**src/rtl/uart_pkg.sv**
```systemverilog
// uart_pkg: shared UART state encodings and bit-timing helper for uart_recv / uart_send.
package uart_pkg;
  typedef enum logic [2:0] {
    IDLE, START_BIT, DATA_BIT, PARITY_BIT, STOP_BIT, WAIT_IDLE
  } uart_state_t;
  function automatic int cycles_wait(input int clock_mhz, input int baud);
    return clock_mhz * 1000000 / baud;
  endfunction
endpackage

```
**src/rtl/sync_2ff.sv**
```systemverilog
// sync_2ff: two-flop synchronizer for a single asynchronous bit, with a reset value parameter.
module sync_2ff #(
  parameter logic RST_VAL = 1'b1
) (
  input  logic clk,
  input  logic rst,
  input  logic i_d,
  output logic o_q
);
  logic [1:0] r_ff;
  always_ff @(posedge clk) r_ff <= rst ? {2{RST_VAL}} : {r_ff[0], i_d};
  assign o_q = r_ff[1];
endmodule

```
**src/rtl/uart_recv.sv**
```systemverilog
// uart_recv: 8N1 UART receiver (8E1 with even parity when UART_RX_PARITY_EN is defined).
module uart_recv
  import uart_pkg::*;
#(
  parameter int BAUD_RATE       = 9600,
  parameter int CLOCK_SPEED_MHZ = 100
) (
  input  logic       clk,
  input  logic       rst,
  input  logic       rx,
  output logic [7:0] data_byte,
  output logic       data_valid,
  output logic       framing_err,
  output logic       parity_err,
  output logic       busy
);
`ifdef UART_RX_PARITY_EN
  localparam bit PAR_EN = 1'b1;
`else
  localparam bit PAR_EN = 1'b0;
`endif
  localparam logic [15:0] CW = 16'(cycles_wait(CLOCK_SPEED_MHZ, BAUD_RATE));
  localparam logic [15:0] HW = CW >> 1;
  uart_state_t r_state;
  logic [15:0] r_cnt;
  logic [2:0]  r_idx;
  logic [7:0]  r_shift, r_data_byte;
  logic        r_valid, r_ferr, r_perr, r_par_mis, r_rx_d;
  logic        w_rx_s;
  sync_2ff #(.RST_VAL(1'b1)) u_sync (.clk(clk), .rst(rst), .i_d(rx), .o_q(w_rx_s));
  // Sampling points sit mid-bit; IDLE is re-entered at mid-stop so back-to-back frames are caught.
  always_ff @(posedge clk) begin
    if (rst) begin
      r_state     <= IDLE;
      r_cnt       <= '0;
      r_idx       <= '0;
      r_shift     <= '0;
      r_data_byte <= '0;
      r_valid     <= 1'b0;
      r_ferr      <= 1'b0;
      r_perr      <= 1'b0;
      r_par_mis   <= 1'b0;
      r_rx_d      <= 1'b1;
    end else begin
      r_rx_d  <= w_rx_s;
      r_valid <= 1'b0;
      r_ferr  <= 1'b0;
      r_perr  <= 1'b0;
      case (r_state)
        IDLE: if (r_rx_d && !w_rx_s) begin
          r_state   <= START_BIT;
          r_cnt     <= '0;
          r_par_mis <= 1'b0;
        end
        START_BIT: if (r_cnt == HW) begin
          r_cnt   <= '0;
          r_idx   <= '0;
          r_state <= w_rx_s ? IDLE : DATA_BIT;
        end else r_cnt <= r_cnt + 16'd1;
        DATA_BIT: if (r_cnt == CW) begin
          r_cnt          <= '0;
          r_shift[r_idx] <= w_rx_s;
          r_idx          <= r_idx + 3'd1;
          if (r_idx == 3'd7) r_state <= PAR_EN ? PARITY_BIT : STOP_BIT;
        end else r_cnt <= r_cnt + 16'd1;
        PARITY_BIT: if (r_cnt == CW) begin
          r_cnt     <= '0;
          r_par_mis <= w_rx_s != ^r_shift;
          r_state   <= STOP_BIT;
        end else r_cnt <= r_cnt + 16'd1;
        STOP_BIT: if (r_cnt == CW) begin
          r_cnt <= '0;
          if (!w_rx_s) begin
            r_ferr  <= 1'b1;
            r_state <= WAIT_IDLE;
          end else if (r_par_mis) begin
            r_perr  <= 1'b1;
            r_state <= IDLE;
          end else begin
            r_data_byte <= r_shift;
            r_valid     <= 1'b1;
            r_state     <= IDLE;
          end
        end else r_cnt <= r_cnt + 16'd1;
        WAIT_IDLE: if (w_rx_s) r_state <= IDLE;
        default: r_state <= IDLE;
      endcase
    end
  end
  assign data_byte   = r_data_byte;
  assign data_valid  = r_valid;
  assign framing_err = r_ferr;
  assign parity_err  = PAR_EN ? r_perr : 1'b0;
  assign busy        = r_state != IDLE;
endmodule

```
**config.mk**
```make
export PLATFORM = sky130hd
export DESIGN_NAME = uart_recv
export DESIGN_NICKNAME = d
export VERILOG_FILES = /design/src/rtl/uart_pkg.sv /design/src/rtl/sync_2ff.sv /design/src/rtl/uart_recv.sv
export SDC_FILE = /design/constraint.sdc
export NUM_CORES = 1
export LEC_CHECK = 0
export BUFFER_PORTS_ARGS = -buffer_cell sky130_fd_sc_hd__buf_2
export CORE_UTILIZATION = 59
export CTS_CLUSTER_DIAMETER = 50
export DETAILED_ROUTE_END_ITERATION = 16
export GPL_TIMING_DRIVEN = 1
export HOLD_SLACK_MARGIN = 0.1
export PLACE_DENSITY_LB_ADDON = 0.25
export RECOVER_POWER = 50
export SYNTH_ARGS = -nofsm -noshare
export SYNTH_HDL_FRONTEND = slang
export SYNTH_SLANG_ARGS = --single-unit
```
**constraint.sdc**
```tcl
create_clock -name clk -period 2.5 [get_ports clk]
set_input_delay 0.75 -clock clk [delete_from_list [all_inputs] [get_ports clk]]
set_output_delay 0.75 -clock clk [all_outputs]
set_load 0.005 [all_outputs]
```
==> results list <==
- Together, buffers and inverters on the worst path number 1.
* Count of final setup violators: 0
- The worst path needs around 2200 ps of the cycle, external delays included.
- Pin count of the biggest net entering global routing: 23
* CTS clock-pin slew for the worst setup and hold paths: 80 ps
- 15 I/O pins were placed.
- Measured along the y axis, the die boundary spans 62.78 um.
- For this run, the total global-route usage over all layers was measured as 0.2517.
- TritonCTS created 5 clock buffers.
* Post-synthesis instance area: ~2200 um^2
- Final Hold Violating Endpoints: 0
* Starting density of the core: 0.6332
- Max clock buf depth: 2
- After the last flow step, the layout net total stands at 266.
- Global-route wire length before repair: approximately 7700 um
- Post-CTS sizing: 0
- Crit share post-route: 0.8939
- Number of vias in the routed layout: 1750
- For this design, the sink count on the clock tree is 44.
- The tool flagged a number of max-cap violations equal to 0.
- The number of pins with negative max-slew slack in the final report is 0.
* Placed wire-length estimate: 3048 um
- Min-delay worst type: reg -> reg
- The signal on the critical path passes through inv_1 -> ha_1 -> and4b_1 -> nand4_1 -> or4b_1 -> mux2i_1 -> nor2_1.
- Summing all placed instances gives a cell area of 2271 um^2.
- Parity-gate share of the synthesized area counting xor and xnor cells: 0.08439
- Largest delay share family, worst path: simple AND/OR/NAND/NOR gates
- Combinational family with the most area after synthesis: simple AND/OR/NAND/NOR gates
- PortBufs: 13
* Setup Total Neg Slack: 0 ps
* Initial antenna violation count: 0
- Setup clock skew after layout: 5.735 ps
- Of the cells placed in the final design, the portion with a size suffix greater than 1 is 0.1115.
- Register bit total from synthesis: 44
- Counting every net in the synthesized netlist gives between 200 and 300.
- Count of routing violations after the opening detailed-route iteration: 156
- For this design, the slowest cell found on the critical path is sky130_fd_sc_hd__or4b_1.
* Power density of the placed cells: 552.9 nW/um^2
- Yosys mapped a number of flops with a built-in enable equal to 0.
- A synthesized cell averages 8.789 um^2.
* Number of placement rows: 21
- Using the TritonRoute via totals, the vias-per-cell ratio works out to 5.719.
- The clock tree synthesis step divided the H-tree into 2 levels.
- Horiz. Die Dim: 62.78 um
- Of the total synthesized cell area, the portion taken by full adders, half adders and majority gates is 0.02296.
- RSZ-0062 raised after global routing: false
* Arr. time, crit path: ~2400 ps
- 0 antenna diodes ended up in the layout.
- The tree is rooted in a sky130_fd_sc_hd__clkbuf_8.
- Number of global-route vias before repair: between 1500 and 2000
- TritonCTS built the clock tree.
- The post-synthesis compound-gate area fraction is 0.1200.
- Maximum cell stage delay along the critical path: 800 ps
- In the synthesized netlist the dominant register cell turns out to be sky130_fd_sc_hd__dfxtp_1.
- Summing internal, switching and leakage power gives 1.308 mW.
- STA classifies the critical path startpoint as a register.
- Seq/Total Area, Yosys: 0.4041
* Drt drc: 0
- Result of the run: complete, no violations
- Synth-to-Final Area Change: 8.553%
- At the worst endpoint, the required time is 2650 ps.
* Core outline area: roughly 3400 um^2
* Share of synthesized flip-flops with an asynchronous set or reset: 0
- Category of the worst setup path capture point: register
* Placer congestion estimate: 0.8688
- The finished cells cover 2366 um^2.
- Total setup buffers inserted after CTS: 0
- Static timing analysis puts the maximum clock frequency at 447.5 MHz.
- Multiplexer share of the synthesized area: 0.05511
* Highest net fanout along the worst path: 9
- Post-detailed-routing wire length: 4294 um
- After technology mapping, the gate count stands at 248.
* Post-synthesis simple-gate area fraction: 0.2715
* Hold-fix buffer count after cts: 0
- Library cells used by synthesis: 48
- In this run the remaining antenna-violating nets after routing total 0.
- Worst max-slew margin expressed relative to the limit: 0.3915
* IR Drop Worst-Case VDD: 454.2 uV
* Later-pin clock latency in the skew report: 300 ps
- The setup path with the least slack is of type reg -> reg.
- The first detailed-routing pass ran for 5 iterations.
* Die Area: 3941 um^2
- Total of warnings raised by yosys: 0
- Leakage power summed over all cells: about 0.9 nW
- Actual slew at the worst max-slew pin: slightly above 900 ps
- For this run the aggregate overflow at the end of global routing stands at 0.
- In the final routed layout, each cell accounts on average for 14.03 um.
[Yosys cell counts, types with 2 or more instances]
| cell | n | share of area |
|---|---|---|
| sky130_fd_sc_hd__nor2_1 | 35 | 0.060 |
| sky130_fd_sc_hd__nor2b_1 | 5 | 0.014 |
| sky130_fd_sc_hd__xnor2_1 | 16 | 0.064 |
| sky130_fd_sc_hd__mux2i_1 | 12 | 0.055 |
| sky130_fd_sc_hd__inv_1 | 5 | 0.0086 |
| sky130_fd_sc_hd__nand3_1 | 8 | 0.018 |
| sky130_fd_sc_hd__clkbuf_1 | 10 | 0.017 |
| sky130_fd_sc_hd__nand2_1 | 11 | 0.019 |
| sky130_fd_sc_hd__nand4_1 | 5 | 0.014 |
| sky130_fd_sc_hd__buf_4 | 2 | 0.0069 |
| sky130_fd_sc_hd__a21oi_1 | 14 | 0.032 |
| sky130_fd_sc_hd__o31ai_1 | 2 | 0.0069 |
| sky130_fd_sc_hd__ha_1 | 4 | 0.023 |
| sky130_fd_sc_hd__a21o_1 | 2 | 0.0069 |
| sky130_fd_sc_hd__nand4b_1 | 4 | 0.016 |
| sky130_fd_sc_hd__and3_1 | 4 | 0.011 |
| sky130_fd_sc_hd__a211oi_1 | 2 | 0.0069 |
| sky130_fd_sc_hd__or2_2 | 3 | 0.0086 |
| sky130_fd_sc_hd__o21ai_0 | 13 | 0.030 |
| sky130_fd_sc_hd__nor3b_1 | 2 | 0.0069 |
| sky130_fd_sc_hd__a211o_1 | 2 | 0.0080 |
| sky130_fd_sc_hd__nor4_1 | 4 | 0.011 |
| sky130_fd_sc_hd__nor4b_1 | 2 | 0.0080 |
| sky130_fd_sc_hd__dfxtp_1 | 44 | 0.40 |
| sky130_fd_sc_hd__or3_1 | 2 | 0.0057 |
| sky130_fd_sc_hd__nand2b_1 | 5 | 0.014 |
| sky130_fd_sc_hd__xor2_1 | 5 | 0.020 |
| sky130_fd_sc_hd__nor3_1 | 5 | 0.011 |
[kinds of logic (layout without fill, tap and decap cells)]
group                      count (synthesis)  count (layout)
DFF                                       44              44
AOI/OAI and AO/OA                         42              42
muxes                                     12              12
adders and majority gates                  4               4
xor gates and xnor gates                  21              21
other                                      1               1
and+or+nand+nor                          105             105
buffers and inverters                     19              31
[layout by cell type (no fill, tap or decap), types with 8 or more instances in the layout]
master / n
sky130_fd_sc_hd__a21oi_1: 14
sky130_fd_sc_hd__buf_2: 11
sky130_fd_sc_hd__dfxtp_1: 44
sky130_fd_sc_hd__mux2i_1: 12
sky130_fd_sc_hd__nand2_1: 11
sky130_fd_sc_hd__nand3_1: 8
sky130_fd_sc_hd__nor2_1: 35
sky130_fd_sc_hd__o21ai_0: 13
sky130_fd_sc_hd__xnor2_1: 16
[flip-flops by register name, indices dropped and copies added, names as in the netlist]
signal       count
r_cnt           16
data_byte        8
r_shift          8
r_idx            3
r_state          3
u_sync.r_ff      2
data_valid       1
framing_err      1
r_par_mis        1
r_rx_d           1
[report_power, final]
group          switching, mW  internal (mW)  total [mW]
registers            0.00656          0.705       0.712
clock network          0.234          0.296       0.531
logic                 0.0424         0.0233      0.0658
total                  0.283           1.02        1.31
[worst paths after layout]
check,cells past startpoint,end,slack (ps),from
hold / removal,1,u_sync.r_ff[1],420,u_sync.r_ff[0]
hold reg to reg,1,u_sync.r_ff[1],420,u_sync.r_ff[0]
setup / recovery,7,data_byte[2],270,r_cnt[0]
setup reg to reg,7,data_byte[2],270,r_cnt[0]
[final cells by class]
type | instances | area, um^2
fill | 300 | 1076
inverter | 5 | 18.77
tap | 46 | 57.56
multi-input combinational | 185 | 1209
sequential | 44 | 880.8
timing repair buffer | 18 | 92.59
clock buffer | 6 | 72.57
clock inverter | 2 | 35.03
[routing by layer]
layer	vias up	global-route usage	share of wire
met4	0	0.08721	0.012
met2	58	0.3628	0.42
met3	5	0.06752	0.065
met5	-	0	0
li1	892	-	-
met1	795	0.3594	0.50
[metrics by stage]
stage	utilization	hold slack, ps	worst slack [ps]	std cells
2_1_floorplan	-	389.5	675.9	248
3_3_place_gp	0.6598	394.1	347.8	298
3_5_place_dp	0.6598	403.1	251.4	298
4_1_cts	0.6910	423.5	223.6	306
5_1_grt	0.6874	439.8	103.9	306
6_report	0.6874	420.7	265.2	306
(Power assumes the default switching activity.)
